--- config.mk ---
export PLATFORM = sky130hd
export DESIGN_NAME = exp_bit_sequencer
export DESIGN_NICKNAME = d
export VERILOG_FILES = /design/src/rtl/exp_bit_sequencer.sv
export SDC_FILE = /design/constraint.sdc
export NUM_CORES = 1
export LEC_CHECK = 0
export ABC_AREA = 1
export BUFFER_PORTS_ARGS = -buffer_cell sky130_fd_sc_hd__clkbuf_2
export CAP_MARGIN = 5
export CORE_MARGIN = 4
export CORE_UTILIZATION = 43
export CTS_CLUSTER_DIAMETER = 60
export DETAILED_ROUTE_END_ITERATION = 6
export HOLD_SLACK_MARGIN = 0.05
export PLACE_DENSITY = 0.65
export REMOVE_ABC_BUFFERS = 1
export SYNTH_ARGS = -nofsm -noshare
export SYNTH_HDL_FRONTEND = slang
export SYNTH_SLANG_ARGS = --single-unit
--- constraint.sdc ---
create_clock -name clk -period 1.78 [get_ports clk]
set_clock_uncertainty 0.15 [all_clocks]
set_input_delay 0.089 -clock clk [delete_from_list [all_inputs] [get_ports clk]]
set_output_delay 0.089 -clock clk [all_outputs]
set_load 0.05 [all_outputs]
--- src/rtl/exp_bit_sequencer.sv ---
// exp_bit_sequencer: MSB-first square-and-multiply op sequencer; optional EXP_SEQ_SKIP_LZ_EN skips leading zeros
module exp_bit_sequencer #(
  parameter int n = 6
) (
  input  logic                 clk,
  input  logic                 reset,
  input  logic                 start,
  input  logic [n-1:0]         key,
  output logic                 op_valid,
  output logic                 op_type,
  input  logic                 op_ready,
  input  logic                 op_done,
  output logic [$clog2(n)-1:0] bit_index,
  output logic [n:0]           op_count,
  output logic                 busy,
  output logic                 seq_done
);
  localparam int W = $clog2(n);
  localparam logic [2:0] IDLE      = 3'd0;
  localparam logic [2:0] ISSUE_SQ  = 3'd1;
  localparam logic [2:0] WAIT_SQ   = 3'd2;
  localparam logic [2:0] ISSUE_MUL = 3'd3;
  localparam logic [2:0] WAIT_MUL  = 3'd4;
  localparam logic [2:0] DONE      = 3'd5;
  logic [2:0]   state_q, state_d;
  logic [n-1:0] key_q, key_d;
  logic [W-1:0] idx_q, idx_d;
  logic [n:0]   cnt_q, cnt_d;
  logic         last;
  logic [2:0]   next_state;
  logic [W-1:0] next_idx;
  assign last       = idx_q == '0;
  assign next_state = last ? DONE : ISSUE_SQ;
  assign next_idx   = last ? idx_q : idx_q - 1'b1;
`ifdef EXP_SEQ_SKIP_LZ_EN
  logic [W-1:0] msb;
  // priority encoder: index of the highest set key bit, so the walk starts there
  always_comb begin
    msb = '0;
    for (int i = 0; i < n; i++) msb = key[i] ? W'(i) : msb;
  end
`endif
  // next-state: DONE behaves like IDLE so a new start is taken during the seq_done pulse
  always_comb begin
    state_d = state_q;
    key_d   = key_q;
    idx_d   = idx_q;
    cnt_d   = cnt_q;
    case (state_q)
      IDLE, DONE: begin
        state_d = IDLE;
        if (start) begin
          key_d = key;
          cnt_d = '0;
`ifdef EXP_SEQ_SKIP_LZ_EN
          idx_d   = msb;
          state_d = |key ? ISSUE_MUL : DONE;
`else
          idx_d   = W'(n - 1);
          state_d = ISSUE_SQ;
`endif
        end
      end
      ISSUE_SQ, ISSUE_MUL: if (op_ready) begin
        cnt_d   = cnt_q + 1'b1;
        state_d = state_q == ISSUE_SQ ? WAIT_SQ : WAIT_MUL;
      end
      WAIT_SQ: if (op_done) begin
        state_d = key_q[idx_q] ? ISSUE_MUL : next_state;
        idx_d   = key_q[idx_q] ? idx_q : next_idx;
      end
      WAIT_MUL: if (op_done) begin
        state_d = next_state;
        idx_d   = next_idx;
      end
      default: state_d = IDLE;
    endcase
  end
  // state registers with synchronous reset aborting any sequence in flight
  always_ff @(posedge clk) begin
    if (reset) begin
      state_q <= IDLE;
      key_q   <= '0;
      idx_q   <= '0;
      cnt_q   <= '0;
    end else begin
      state_q <= state_d;
      key_q   <= key_d;
      idx_q   <= idx_d;
      cnt_q   <= cnt_d;
    end
  end
  assign op_valid  = state_q == ISSUE_SQ || state_q == ISSUE_MUL;
  assign op_type   = state_q == ISSUE_MUL;
  assign busy      = state_q inside {ISSUE_SQ, WAIT_SQ, ISSUE_MUL, WAIT_MUL};
  assign seq_done  = state_q == DONE;
  assign bit_index = idx_q;
  assign op_count  = cnt_q;
endmodule

==> key figures, run 1 <==
Outcome
  – Status: complete, no violations

Global routing
  – GRT overflow: 0
  – First-pass GRT wire length: 4370 um
  – Pin count of the biggest net entering global routing: 14
  – GRT Total Usage: 0.162
  – Initial antenna violation count: 0
  – Vias in the first global route: 1057

Hold path
  – Worst hold path type: reg -> reg

Worst setup path
  – Worst-path maximum fanout: 5
  – CP max stage delay: 390 ps
  – Crit path top cell by count: nand2_1
  – Slowest cell on crit path: dfxtp_1
  – CP startpoint kind: flip-flop
  – Worst Setup End Kind: output pin
  – Worst Path Arrival: 1420 ps
  – Crit Path Class: reg -> out
  – CP required: 1540 ps
  – Crit-path cells: nor2_2 > nand2_1 > nand2_2 > inv_2 > nand2_1 > clkbuf_4

Power and ir drop
  – Peak supply drop: 0.884 mV
  – Leakage power: 0.613 nW
  – Pwr Density: 1450 mW/mm2

Drt
  – Routed Antenna Nets: 0
  – Via Count: 1090
  – Initial DRC count: 25
  – DRT Pass-1 Iters: 4
  – Avg WL per Cell: 11.5 um
  – Vias per cell: 5.00
  – DRC Markers: 0
  – Final WL: 2510 um

Yosys
  – Yosys Warn Count: 0
  – Number of synthesized register bits: 19
  – Post-synthesis sequential area ratio: 0.352
  – Mapped cell area: 0.00108 mm2
  – Synth cell types: 25
  – Cells after synthesis: 154
  – Avg Cell Area, Syn: 7.01 um2

Die
  – Rows: 17
  – Die X: 58.1 um
  – Io pins: 25
  – Core area: 0.00230 mm2
  – Starting Density: 0.470
  – Die area: 0.00338 mm2
  – Die Span Y: 58.1 um

CTS
  – Clock slew at reported path FFs: 110 ps
  – Clock latency on the worst-skew pair: 300 ps
  – Root buf cell: clkbuf_4
  – CTS buffer count: 3
  – Clk sink count: 19
  – # Post-CTS Setup Buffers: 0
  – CTS max path bufs: 2
  – H-tree Lvls: 1
  – CTS tree: done

Timing
  – Final Critical Period: 1660 ps
  – Slew margin rel.: 0.814
  – Period utilization: 0.930
  – Hold_ws: 312 ps
  – Final setup viols: 0
  – RSZ-0062 raised after global routing: false
  – F_max: 0.604 GHz
  – Worst Tran Pin Value: 280 ps
  – Hold Fails Final Rpt: 0
  – Max Slew Vio Count: 0

Placed design
  – Global placement routability congestion: 0.840
  – PortBufs: 24
  – Placed cell count: 204
  – Dpl hpwl: 1900 um

Final layout
  – Share of cells above drive strength 1: 0.289
  – Final cell count without fillers: 218
  – Nets@finish: 205
  – N_diodes: 0
  – Area Overhead vs Synth: 27.2%

Run
  – Max-cap violation count: 0
## final timing paths
check                     startpoint  slack, ps                        to  depth (start not counted)
max          state_q[1]$_SDFFE_PP0P_        120                      busy                          6
min            key_q[2]$_SDFFE_PP0P_        310     key_q[2]$_SDFFE_PP0P_                          2
max reg2reg  state_q[1]$_SDFFE_PP0P_        180  op_count[5]$_SDFFE_PP0P_                          8
min reg2reg    key_q[2]$_SDFFE_PP0P_        310     key_q[2]$_SDFFE_PP0P_                          2
## metal layers
metal  vias to the layer above  wire [um]  track usage  part of all wire
met2                        31       1150        0.282              0.46
li1                        568          -            -                 -
met1                       489       1210        0.197              0.48
met3                         2        138       0.0535             0.055
met4                         0         17       0.0265            0.0068
met5                         -          0            0                 0
## placed cells by master (no fill, tap or decap), drive strengths merged, types with 8 or more instances in the layout
cell type    count
dlygate4sd3     10
o21ai            8
clkbuf          27
dfxtp           19
nand3           13
a21oi           17
inv             21
nand2           44
nor2            16
## power by group
part	total [W]	internal, W	switching [W]
combinational	0.00117	0.000365	0.000805
clock	0.000216	0.0000837	0.000132
sequential	0.000612	0.000520	0.0000922
total	0.00200	0.000968	0.00103
## flip-flops by register name (all words and copies together), names as in the netlist
name,count
key_q,6
state_q,3
op_count,7
bit_index,3
## cell families after synthesis
family,Yosys count,synth area share
AOI/OAI and AO/OA,27,0.159
xor gates and xnor gates,3,0.0243
adders and majority gates,3,0.0348
buffers and inverters,23,0.0811
DFF,19,0.352
and+or+nand+nor,79,0.349
## per-stage QoR
step / utilization / area (um2) / TNS, ps / setup slack, ps / power [W]
5_1_grt: 0.598 / 1370 / 0 / 0.948 / 0.00217
2_1_floorplan: - / 1070 / -940 / -579 / 0.00150
4_1_cts: 0.593 / 1360 / 0 / 17.9 / 0.00199
3_5_place_dp: 0.534 / 1230 / 0 / 126 / 0.00173
6_report: 0.598 / 1370 / 0 / 125 / 0.00200
3_3_place_gp: 0.534 / 1230 / 0 / 182 / 0.00171
## what timing repair did
| action | 4_1_cts | 5_1_grt |
|---|---|---|
| gates resized for setup | 2 | 6 |
| hold buffers | 10 | 0 |
| gates cloned | 0 | 0 |
| setup endpoints to repair | 1 | 5 |
| hold endpoints to repair | 15 | 0 |
## synth_stat cells
cell type  number  share of area
o21ai_4         2          0.030
nand3_2         2          0.019
xnor2_1         1         0.0081
a21oi_1        15          0.070
nand2_2         5          0.029
a31o_2          1         0.0081
nor2_1         12          0.042
xor2_1          2          0.016
nand3_1        11          0.051
nand4_1         3          0.017
dfxtp_1        19           0.35
a21oi_2         2          0.016
ha_1            3          0.035
nor2_4          2          0.021
o21ai_0         6          0.028
clkbuf_1        1         0.0035
nand2_4         1          0.010
nor3_1          1         0.0046
or2_1           2          0.012
buf_2           1         0.0046
nor2_2          2          0.012
inv_1          14          0.049
nand2_1        38           0.13
a211oi_1        1         0.0070
inv_2           7          0.024
## layout make-up
class,count,area [um2]
clock buffer,3,22.5
clock inverter,1,5.00
fill,230,923
inverter,21,78.8
multi-input combinational,112,624
sequential,19,383
tap,28,35.0
timing repair buffer,34,225
## worst max-delay path: cells and delay by family, from the launching register on
kind                   cells  cell delay, ps
and+or+nand+nor            4             440
DFF                        1             390
buffers and inverters      2             300
Power figures use the tool's default switching activity.
==> inputs of run 2 (changes only) <==
--- a/config.mk
+++ b/config.mk
@@ -9,11 +9,11 @@
 export BUFFER_PORTS_ARGS = -buffer_cell sky130_fd_sc_hd__clkbuf_2
 export CAP_MARGIN = 5
 export CORE_MARGIN = 4
-export CORE_UTILIZATION = 43
+export CORE_UTILIZATION = 52
 export CTS_CLUSTER_DIAMETER = 60
 export DETAILED_ROUTE_END_ITERATION = 6
 export HOLD_SLACK_MARGIN = 0.05
-export PLACE_DENSITY = 0.65
+export PLACE_DENSITY = 0.76
 export REMOVE_ABC_BUFFERS = 1
 export SYNTH_ARGS = -nofsm -noshare
 export SYNTH_HDL_FRONTEND = slang
==> run 2 against run 1 <==
Net effect: sequential cell count did not move; hold slack got worse by 3.0 ps; cell area fell by 0.18%; fmax fell by 0.83%; die area fell by 15%; register-to-register slack got worse by 20 ps; power rose by 0.25%; largest power group unchanged; global-route usage rose by 3.2 points.
==> key figures, run 2 (synthesis results as in run 1) <==
CTS
  – Clk sink count: 19 (unchanged)
  – # Post-CTS Setup Buffers: 0 (unchanged)
  – Root buf cell: clkbuf_4
  – H-tree Lvls: 1 (unchanged)
  – CTS max path bufs: 2 (unchanged)
  – Clock slew at reported path FFs: 110 ps (about the same)
  – Clock latency on the worst-skew pair: 300 ps (about the same)
  – CTS buffer count: 3 (unchanged)
  – CTS tree: done

Worst setup path
  – R2R Path Start: bit_index[0]$_SDFFE_PP0P_
  – R2R Setup Slk: 160 ps (-20 ps)
  – Reg2Reg Capture Point: bit_index[0]$_SDFFE_PP0P_
  – CP max stage delay: 430 ps (+40 ps)
  – Crit Path Class: reg -> out
  – Worst-path maximum fanout: 5 (unchanged)
  – Crit-path cells: inv_2 > nor2_4 > inv_2 > nor2_1 > clkbuf_4
  – Worst Setup End Kind: output pin
  – Crit path top cell by count: inv_2
  – Worst Path Arrival: 1430 ps (about the same)
  – R2R cell count: 8 (unchanged)
  – Slowest cell on crit path: dfxtp_1
  – CP startpoint kind: flip-flop
  – CP required: 1540 ps (about the same)

Final layout
  – Nets@finish: 205 (unchanged)
  – Final core utilization: 0.699 (+0.101)
  – Commonest non-fill, non-tap cells in the layout: 38 x nand2_1, 22 x clkbuf_2, 18 x dfxtp_1
  – Layout filler cell count: 188 (-18%)
  – Area Overhead vs Synth: 27.0%
  – Share of cells above drive strength 1: 0.284 (-0.00526)
  – Largest register FFs: 7 (unchanged)
  – N_diodes: 0 (unchanged)
  – Final cell area excluding filler cells: 0.00137 mm2 (-0.18%)
  – Commonest non-fill, non-tap cell in the layout: nand2_1

Placed design
  – Dpl hpwl: 1820 um (-4.7%)
  – Placed cell areas: 0.00122 mm2 (-0.10%)
  – Global placement routability congestion: 0.796 (-5.2%)
  – PortBufs: 24 (unchanged)

Power and ir drop
  – Leakage power: 0.613 nW (about the same)
  – Pwr Density: 1460 mW/mm2 (+0.44%)
  – Peak supply drop: 1.10 mV (+24%)

Drt
  – Avg WL per Cell: 11.5 um (-0.70%)
  – Final WL: 2490 um (-1.2%)
  – DRC Markers: 0 (unchanged)
  – Initial DRC count: 27 (+8.0%)
  – DRT Pass-1 Iters: 4 (unchanged)
  – Vias per cell: 4.98 (-0.46%)
  – Via Count: 1080 (-0.92%)
  – Routed Antenna Nets: 0 (unchanged)

Run
  – Max-cap violation count: 0 (unchanged)

Hold path
  – Worst hold endpoint: key_q[3]$_SDFFE_PP0P_
  – Min-Delay Path Depth: 2 (unchanged)
  – Hold wc startpoint: key_q[3]$_SDFFE_PP0P_
  – Worst hold path type: reg -> reg

Outcome
  – Status: complete, no violations

Timing
  – Final setup viols: 0 (unchanged)
  – Period utilization: 0.938 (+0.00776)
  – Max Slew Vio Count: 0 (unchanged)
  – RSZ-0062 raised after global routing: false
  – F_max: 0.599 GHz (-0.83%)
  – Worst Tran Pin Value: 275 ps (-4.36 ps)
  – Slew margin rel.: 0.817 (+0.00291)
  – Hold_ws: 309 ps (-3.01 ps)
  – Final Critical Period: 1670 ps (+13.8 ps)
  – Hold Fails Final Rpt: 0 (unchanged)

Die
  – Die X: 53.6 um (-7.8%)
  – Starting Density: 0.550 (+0.0803)
  – Core area: 0.00196 mm2 (-15%)
  – Die Span Y: 53.6 um (-7.8%)
  – Io pins: 25 (unchanged)
  – Rows: 16 (-1)
  – Die area: 0.00287 mm2 (-15%)

Global routing
  – Initial antenna violation count: 0 (unchanged)
  – GRT overflow: 0 (unchanged)
  – Pin count of the biggest net entering global routing: 14 (unchanged)
  – Vias in the first global route: 1019 (-3.6%)
  – GRT Total Usage: 0.195 (+0.0322)
  – First-pass GRT wire length: 4130 um (-5.4%)
## run 2: changes by cell type in the layout (fill, tap and decap cells not counted)
cell	change
dfxtp_2	-1
dfxtp_1	+1
## run 2: power by group
part / total [W] / leakage [nW] / internal [W] / switching (W)
logic: 0.00118 / 0.439 / 0.000366 / 0.000812
clock network: 0.000217 / 0.0177 / 0.0000837 / 0.000133
registers: 0.000608 / 0.156 / 0.000517 / 0.0000911
## run 2: timing repair
item                                    4_1_cts  5_1_grt
resized for setup                             0        8
hold buffers                                 10        0
endpoints found under the hold margin        15        0
endpoints found under the setup margin        0        3
## run 2: worst max-delay path by stage
stage	from	endpoint	slack, ps
2_1_floorplan	state_q[0]$_SDFFE_PP0P_	state_q[2]$_SDFFE_PP0P_	-580
3_3_place_gp	state_q[2]$_SDFFE_PP0P_	op_count[5]$_SDFFE_PP0P_	160
3_5_place_dp	state_q[2]$_SDFFE_PP0P_	op_count[5]$_SDFFE_PP0P_	130
4_1_cts	state_q[0]$_SDFFE_PP0P_	op_type	4
5_1_grt	state_q[0]$_SDFFE_PP0P_	op_type	5
6_report	state_q[0]$_SDFFE_PP0P_	op_type	110
## run 2: metrics by stage
stage          cells  total power [W]  setup TNS (ps)  worst slack, ps
2_1_floorplan    152          0.00150            -940             -579
3_3_place_gp     203          0.00170               0              163
3_5_place_dp     203          0.00173               0              127
4_1_cts          217          0.00197               0             3.71
5_1_grt          217          0.00217               0             5.14
6_report         217          0.00200               0              111
## run 2: worst max-delay path, delay by kind of cell (launching register included)
family / cells / cell delay (ps)
buffers and inverters: 3 / 430
flip-flops: 1 / 430
AND/OR/NAND/NOR: 2 / 270
## run 2: area by class of cell
cell class	count	area (um2)	area share
clock inverters	1	5.00	0.00365
clock buffers	3	22.5	0.0164
well taps	27	33.8	0.0246
inverters	21	78.8	0.0575
flip-flops and latches	19	382	0.278
repair buffers	34	225	0.164
multi-input cells	112	624	0.455
## run 2: metal layers
| layer | track usage | up-vias | wire length, um |
|---|---|---|---|
| met1 | 0.247 | 485 | 1150 |
| met4 | 0.0766 | 0 | 7 |
| met5 | 0 | - | 0 |
| li1 | - | 569 | - |
| met3 | 0.0249 | 2 | 141 |
| met2 | 0.333 | 24 | 1190 |
==> inputs of run 3 (changes only) <==
==> constraint.sdc (replaced) <==
create_clock -name clk -period 1.78 [get_ports clk]
set_clock_uncertainty 0.15 [all_clocks]
set_input_delay 0.356 -clock clk [delete_from_list [all_inputs] [get_ports clk]]
set_output_delay 0.356 -clock clk [all_outputs]
set_load 0.05 [all_outputs]
==> run 3 against run 2 <==
Net effect: register-to-register slack got worse by 20 ps; critical path type unchanged; power up 4.3%; sequential cell count is the same; clock power about the same; utilization down 2.2 points; wire length decreased by 1.5%; hold slack got worse by 140 ps; sequential power increased by 3%; fmax down 3.4%.
==> key figures, run 3 (synthesis results as in run 1) <==
Outcome
  – Status: complete, no violations

CTS
  – Clock slew at reported path FFs: 110 ps (about the same)
  – Clk sink count: 19 (unchanged)
  – Clock latency on the worst-skew pair: 290 ps (about the same)
  – CTS max path bufs: 2 (unchanged)
  – CTS buffer count: 3 (unchanged)
  – H-tree Lvls: 1 (unchanged)
  – CTS tree: done
  – Root buf cell: clkbuf_4

Worst setup path
  – R2R Setup Slk: 140 ps (-20 ps)
  – CP max stage delay: 390 ps (-40 ps)
  – Slowest cell on crit path: dfxtp_4
  – CP required: 1270 ps (-270 ps)
  – Setup crit end: op_type
  – R2R cell count: 8 (unchanged)
  – WP depth: 5 (unchanged)
  – Buf/Inv on CP: 3 (unchanged)
  – Worst Setup End Kind: output pin
  – Crit path top cell by count: inv_2
  – CP top delay family: flip-flops
  – Reg2Reg Capture Point: op_count[5]$_SDFFE_PP0P_
  – Worst-path maximum fanout: 5 (unchanged)
  – Crit Path Class: reg -> out
  – Worst Path Arrival: 1220 ps (-210 ps)
  – CP startpoint: state_q[0]$_SDFFE_PP0P_
  – Crit-path cells: inv_2 > nor2_2 > inv_2 > nor2_4 > buf_8
  – R2R Path Start: state_q[1]$_SDFFE_PP0P_
  – CP startpoint kind: flip-flop

Timing
  – Hold Fails Final Rpt: 0 (unchanged)
  – Final setup viols: 0 (unchanged)
  – Slew margin rel.: 0.810 (-0.00664)
  – F_max: 0.579 GHz (-3.4%)
  – RSZ-0062 raised after global routing: true
  – Worst Tran Pin Value: 285 ps (+9.96 ps)
  – Period utilization: 0.971 (+0.0333)
  – Max Slew Vio Count: 0 (unchanged)
  – Final Critical Period: 1730 ps (+59.3 ps)
  – Setup Total Neg Slack: 0 ps (unchanged)

Drt
  – Vias per cell: 5.08 (+2.0%)
  – Final WL: 2450 um (-1.5%)
  – Via Count: 1061 (-1.8%)
  – Initial DRC count: 26 (-3.7%)
  – Avg WL per Cell: 11.7 um (+2.3%)
  – DRT Pass-1 Iters: 4 (unchanged)
  – DRC Markers: 0 (unchanged)
  – Routed Antenna Nets: 0 (unchanged)

Power and ir drop
  – Logic pwr share: 0.597 (+0.009)
  – NetSw: 0.00105 W (+1.7%)
  – Clock power frac: 0.105 (-0.003)
  – Switching fraction of total power: 0.504 (-0.0130)
  – Int Power: 0.00104 W (+7.1%)
  – Sequential power share: 0.299 (-0.005)
  – Pwr Density: 1570 mW/mm2 (+7.8%)
  – Leakage power: 0.588 nW (-4.0%)
  – Peak supply drop: 1.34 mV (+22%)

Global routing
  – Pin count of the biggest net entering global routing: 14 (unchanged)
  – GRT Total Usage: 0.194 (-0.00105)
  – Vias in the first global route: 1029 (+0.98%)
  – First-pass GRT wire length: 4170 um (+0.82%)
  – GRT overflow: 0 (unchanged)
  – Initial antenna violation count: 0 (unchanged)

Die
  – Die X: 53.6 um (unchanged)
  – Io pins: 25 (unchanged)
  – Starting Density: 0.550 (unchanged)
  – Core area: 0.00196 mm2 (unchanged)
  – Rows: 16 (unchanged)
  – Die Span Y: 53.6 um (unchanged)
  – Die area: 0.00287 mm2 (unchanged)

Placed design
  – Placed cell areas: 0.00123 mm2 (+0.61%)
  – Dpl hpwl: 1880 um (+3.5%)
  – Global placement routability congestion: 0.886 (+11%)
  – PortBufs: 24 (unchanged)
  – Placed cell count: 204 (+0.49%)

Final layout
  – Final cell count without fillers: 209 (-3.7%)
  – Commonest non-fill, non-tap cells in the layout: 37 x nand2_1, 20 x clkbuf_2, 16 x dfxtp_1
  – Commonest non-fill, non-tap cell in the layout: nand2_1
  – Final cell area excluding filler cells: 0.00133 mm2 (-3.2%)
  – Share of cells above drive strength 1: 0.324 (+0.0400)
  – Largest register FFs: 7 (unchanged)
  – Nets@finish: 197 (-3.9%)
  – Area Overhead vs Synth: 22.9%
  – Layout filler cell count: 187 (-0.53%)
  – N_diodes: 0 (unchanged)

Hold path
  – Min-Delay Path Depth: 3 (+1)
  – Worst hold path type: in -> reg

Run
  – Max-cap violation count: 0 (unchanged)
-- run 3: through the flow --
stage / hold slack [ps] / setup slack (ps) / total power (W) / utilization
after floorplan: 268 / -579 / 0.00150 / -
after global routing: 165 / -43.8 / 0.00226 / 0.677
after CTS: 159 / 11.6 / 0.00203 / 0.660
after global placement: 296 / 180 / 0.00171 / 0.628
final: 166 / 51.8 / 0.00209 / 0.677
after detailed placement: 295 / 118 / 0.00174 / 0.628
-- run 3: how the worst min path moves through the flow --
stage | endpoint | startpoint
4_1_cts | key_q[5]$_SDFFE_PP0P_ | key[5]
3_3_place_gp | key_q[3]$_SDFFE_PP0P_ | key_q[3]$_SDFFE_PP0P_
3_5_place_dp | key_q[0]$_SDFFE_PP0P_ | key_q[0]$_SDFFE_PP0P_
5_1_grt | key_q[5]$_SDFFE_PP0P_ | key[5]
6_report | key_q[5]$_SDFFE_PP0P_ | key[5]
2_1_floorplan | state_q[1]$_SDFFE_PP0P_ | reset
-- run 3: final cells by class --
| class | count | area, um2 | area share |
|---|---|---|---|
| clock buffer | 4 | 26.3 | 0.0198 |
| inverter | 21 | 81.3 | 0.0613 |
| multi-input combinational | 112 | 634 | 0.478 |
| sequential | 19 | 392 | 0.295 |
| tap | 27 | 33.8 | 0.0254 |
| timing repair buffer | 26 | 160 | 0.121 |
-- run 3: metal layers --
| metal | GRT usage | vias to the layer above | wire, um |
|---|---|---|---|
| met1 | 0.234 | 465 | 1110 |
| met2 | 0.345 | 38 | 1170 |
| met5 | 0 | - | 0 |
| met4 | 0.0681 | 0 | 32 |
| li1 | - | 552 | - |
| met3 | 0.0305 | 6 | 138 |
-- run 3: timing repair --
item / 4_1_cts / 5_1_grt
pin swaps: 1 / 0
hold endpoints to repair: 0 / 0
setup endpoints to repair: 3 / 5
gates resized for setup: 10 / 14
setup buffers: 1 / 0
hold buffers: 0 / 0
-- run 3: worst register-to-register path: stages (launching register included) --
cell and delay (ps):
dfxtp_4 380, inv_2 100, nand2_1 100, o21ai_4 200, nand2_4 140, nand2_4 120, nand2_2 80, o21ai_0 170
a21oi_1 80
-- run 3: power by group through the flow --
| stage | Clock, W | Combinational [W] | Sequential, W |
|---|---|---|---|
| 2_1_floorplan | 0 | 0.000802 | 0.000702 |
| 3_3_place_gp | 0 | 0.00111 | 0.000606 |
| 3_5_place_dp | 0 | 0.00113 | 0.000613 |
| 4_1_cts | 0.000227 | 0.00119 | 0.000613 |
| 5_1_grt | 0.000240 | 0.00138 | 0.000643 |
| 6_report | 0.000218 | 0.00125 | 0.000624 |
